===== src/rtl/ready_serializer.sv =====
// Wide-to-narrow ready/valid serializer: one WIDTH*RATIO word in, RATIO WIDTH-bit beats out.
// Optional READY_SER_MSB_FIRST_EN sends the most-significant slice first.
module ready_serializer #(
    parameter int WIDTH = 16,
    parameter int RATIO = 4,
    parameter int CNT_W = 2
) (
    input  logic                   clk,
    input  logic                   arst,
    input  logic                   valid_i,
    input  logic [WIDTH*RATIO-1:0] dat_i,
    output logic                   ready_i,
    output logic                   valid_o,
    output logic [WIDTH-1:0]       dat_o,
    output logic                   last_o,
    input  logic                   ready_o
);

    typedef enum logic {IDLE, SEND} state_t;

    state_t                 state;
    logic [WIDTH*RATIO-1:0] hold;
    logic [CNT_W-1:0]       cnt;
    logic                   in_acc;
    logic                   beat_acc;
    int                     nxt;

    // Map beat number to slice; out-of-range numbers fall back to slice 0
    // and are never actually registered.
    function automatic logic [WIDTH-1:0] beat(input logic [WIDTH*RATIO-1:0] w, input int k);
        int s;
`ifdef READY_SER_MSB_FIRST_EN
        s = RATIO - 1 - k;
`else
        s = k;
`endif
        if (s < 0 || s >= RATIO) s = 0;
        return w[s*WIDTH +: WIDTH];
    endfunction

    assign valid_o  = (state == SEND);
    assign ready_i  = !valid_o | (ready_o & last_o);
    assign in_acc   = valid_i & ready_i;
    assign beat_acc = valid_o & ready_o;
    assign nxt      = int'(cnt) + 1;

    always_ff @(posedge clk or posedge arst) begin
        if (arst) begin
            state  <= IDLE;
            hold   <= '0;
            cnt    <= '0;
            dat_o  <= '0;
            last_o <= 1'b0;
        end else if (in_acc) begin
            // Covers both the idle case and the zero-bubble reload on the last beat.
            state  <= SEND;
            hold   <= dat_i;
            cnt    <= '0;
            dat_o  <= beat(dat_i, 0);
            last_o <= (RATIO == 1);
        end else if (beat_acc) begin
            if (last_o) begin
                state  <= IDLE;
                last_o <= 1'b0;
            end else begin
                cnt    <= cnt + 1'b1;
                dat_o  <= beat(hold, nxt);
                last_o <= (nxt == RATIO - 1);
            end
        end
    end

endmodule

===== config.mk =====
export PLATFORM = sky130hd
export DESIGN_NAME = ready_serializer
export DESIGN_NICKNAME = d
export VERILOG_FILES = /design/src/rtl/ready_serializer.sv
export SDC_FILE = /design/constraint.sdc
export NUM_CORES = 1
export LEC_CHECK = 0
export ABC_CLOCK_PERIOD_IN_PS = 2900
export BUFFER_PORTS_ARGS = -buffer_cell sky130_fd_sc_hd__buf_2
export CAP_MARGIN = 10
export CORE_ASPECT_RATIO = 0.6
export CORE_MARGIN = 4
export CORE_UTILIZATION = 54
export DETAILED_ROUTE_END_ITERATION = 8
export PLACE_DENSITY = 0.8
export REMOVE_ABC_BUFFERS = 1
export SLEW_MARGIN = 15
export SYNTH_ARGS = -nofsm -noshare
export SYNTH_HDL_FRONTEND = slang
export SYNTH_SLANG_ARGS = --single-unit

===== constraint.sdc =====
create_clock -name clk -period 2.9 [get_ports clk]
set_input_delay 0.145 -clock clk [delete_from_list [all_inputs] [get_ports clk]]
set_output_delay 0.145 -clock clk [all_outputs]
set_load 0.1 [all_outputs]

==> key figures <==
Worst hold path
  – Hold crit path type: in2async

Setup path
  – WS Path Type: reg2reg
  – Critical path required time: 3.11 ns
  – Worst Setup Start Kind: flip-flop
  – Worst-path fanout max: 16
  – Slowest cell delay on critical path: 0.63 ns
  – Critical-path top delay cell: mux4_1
  – Arrival time of the worst setup path: 2.39 ns
  – Crit path cell chain: ha_1, nor2_4, mux4_1, nand2_1, o21ai_0
  – CP endpoint kind: flip-flop

Finish
  – Commonest non-fill, non-tap cells in the layout: 210 x nand2_1, 86 x buf_2, 84 x dfrtp_1
  – P&R area growth vs syn: 27.5%
  – Antenna Cells: 0
  – # fillers: 509
  – Most common cell after layout, fill and taps aside: nand2_1
  – Final Cell Area: 4780 µm²
  – Share of cells above drive strength 1: 24.5%
  – Final #Nets: 571

Clocking
  – # hold bufs at CTS: 24
  – Clock H-tree levels: 3
  – CTS Root Cell: clkbuf_16
  – Post_cts resized: 0
  – Num CTS Buffers: 9
  – Clk buf depth: 2
  – CTS tree: yes
  – CTS sink count: 84
  – Clock transition at path regs: 0.06 ns
  – Setup Buffers After CTS: 0
  – Clock Latency Late Sink: 0.34 ns

Global route
  – Tot GR Track Use: 22.7%
  – Global route total overflow: 0
  – Initial antenna violation count: 0
  – Number of global-route vias before repair: 3,050
  – Largest net degree at the start of global routing: 65
  – Global-route wire length before repair: 14,600 µm

Die
  – Core footprint: 6710 µm²
  – Die width: 116 µm
  – Die H: 72.6 µm
  – Initial cell density of the core: 55.9%
  – Die area: 8390 µm²
  – I/O pin cnt: 87
  – Site Rows: 23

Place
  – Buffers added on ports: 86
  – Routability cong.: 0.793
  – Hpwl dp: 5820 µm
  – Placed cell area: 4250 µm²

Yosys
  – Largest cells by area after synthesis: dfrtp_1 56%, nand2_1 21%, mux4_2 4.8%, mux4_1 4.2%, mux2i_1 2.1%
  – Synth Cell Area: 3750 µm²
  – Top cell type's share of synthesized area: 56.1%
  – Synth unique cells: 25
  – Synth async-reset ratio: 100%
  – Ys flop type: dfrtp_1
  – Post-Synthesis Cells: 395
  – Number of flops mapped to enable cells by yosys: 0
  – Yosys reg bits: 84
  – Cell accounting for the most synthesized area: dfrtp_1
  – Seq/Total Area, Yosys: 56.1%
  – Yosys warns: 0
  – Avg Cell Area, Syn: 9.49 µm²

Routing
  – TritonRoute pass-1 iters: 4
  – Via count: 3,047
  – Vias per inst: 5.14
  – DRC violations left: 0
  – Post-route ant nets: 0
  – Drt total wl: 8690 µm
  – WL/cell: 14.6 µm
  – DR iter-0 viols: 242

Status
  – Status: finished with violations
  – Violations in the final reports: hold timing

STA
  – Slew HR: 48.3%
  – Slew Viols, Final: 0
  – Worst Hold Margin: -0.0523 ns
  – RSZ-0062 raised after global routing: false
  – Fmax: 459 MHz
  – Final min period: 2.18 ns
  – Worst Skew: 0.00362 ns
  – Endpoints failing setup: 0
  – Fin. Hold Viols: 62
  – Final Cycle Share: 75.1%
  – Worst-Margin Slew: 0.775 ns

Power
  – Total power: 5.78 mW
  – Power Density: 1210 nW/µm²
  – Leak: 2.59 nW
  – Peak VDD IR: 0.000844 V

Job
  – Max_cap viols: 0
[per-layer routing]
| layer | up-vias | GRT usage (%) | share of wire [%] |
|---|---|---|---|
| li1 | 1483 | - | - |
| met4 | 0 | 6.25 | 1.3 |
| met5 | - | 0 | 0 |
| met1 | 1449 | 32.3 | 46 |
| met2 | 102 | 34.3 | 45 |
| met3 | 13 | 6.75 | 8.0 |
[state kept, by name (all words and copies together) (netlist names)]
name     cells
last_o       1
valid_o      1
dat_o       16
cnt          2
hold        64
[synthesized netlist by cell type (2+ instances only)]
cell type  number
inv_1           4
ha_1            2
nand2_1       211
o21ai_0        15
mux4_2          8
clkbuf_1        8
a21oi_1         2
nor2_1          2
mux4_1          6
mux2i_1         8
dfrtp_1        84
nor2b_1         3
and2_1          2
nand3_1        16
mux2_2          2
and3_1          2
buf_2          12
[critical path, delay by kind of cell, from the launching register on]
family,cells,cell delay [ns]
muxes,1,0.63
DFF,1,0.47
adders and majority gates,1,0.29
AOI/OAI and AO/OA,1,0.08
and+or+nand+nor,2,0.57
[kinds of logic after synthesis]
| family | after synthesis | share of synthesized area [%] |
|---|---|---|
| fa+ha+maj | 2 | 0.667 |
| compound gates | 22 | 3.30 |
| flops | 84 | 56.1 |
| simple gates | 237 | 24.9 |
| mux | 24 | 11.7 |
| buf+inv | 26 | 3.30 |
[final cells by class]
cell class,instances,area (µm²),share of cell area [%]
clock buffers,12,267,5.57
repair buffers,117,736,15.4
multi-input cells,285,1530,32.0
flip-flops and latches,84,2100,44.0
inverters,4,17.5,0.366
well taps,87,109,2.28
clock inverters,4,22.5,0.471
[stage by stage]
stage	instances	util (%)	setup WS (ns)	setup TNS, ns
2_1_floorplan	373	-	-0.287	-14.49
5_1_grt	593	71.3	0.545	0
6_report	593	71.3	0.724	0
3_3_place_gp	553	63.4	0.766	0
3_5_place_dp	553	63.4	0.675	0
4_1_cts	593	71.3	0.660	0
[power by group]
part           switching (mW)  leakage [nW]  internal, mW
clock network           0.441         0.144         0.645
registers               0.323          1.05          1.72
logic                    1.76          1.40         0.886
[worst paths after layout]
kind,from,end,slack [ns],cells past startpoint
setup / recovery,cnt[0],dat_o[11],0.72,5
hold / removal,arst,hold[58],-0.05,2
setup reg to reg,cnt[0],dat_o[11],0.72,5
hold reg to reg,hold[56],hold[56],0.47,2
max in group asynchronous,arst,hold[34],2.26,3
min in group clk,dat_i[35],hold[35],0,3
No activity file was read; power rests on OpenSTA's default activity.
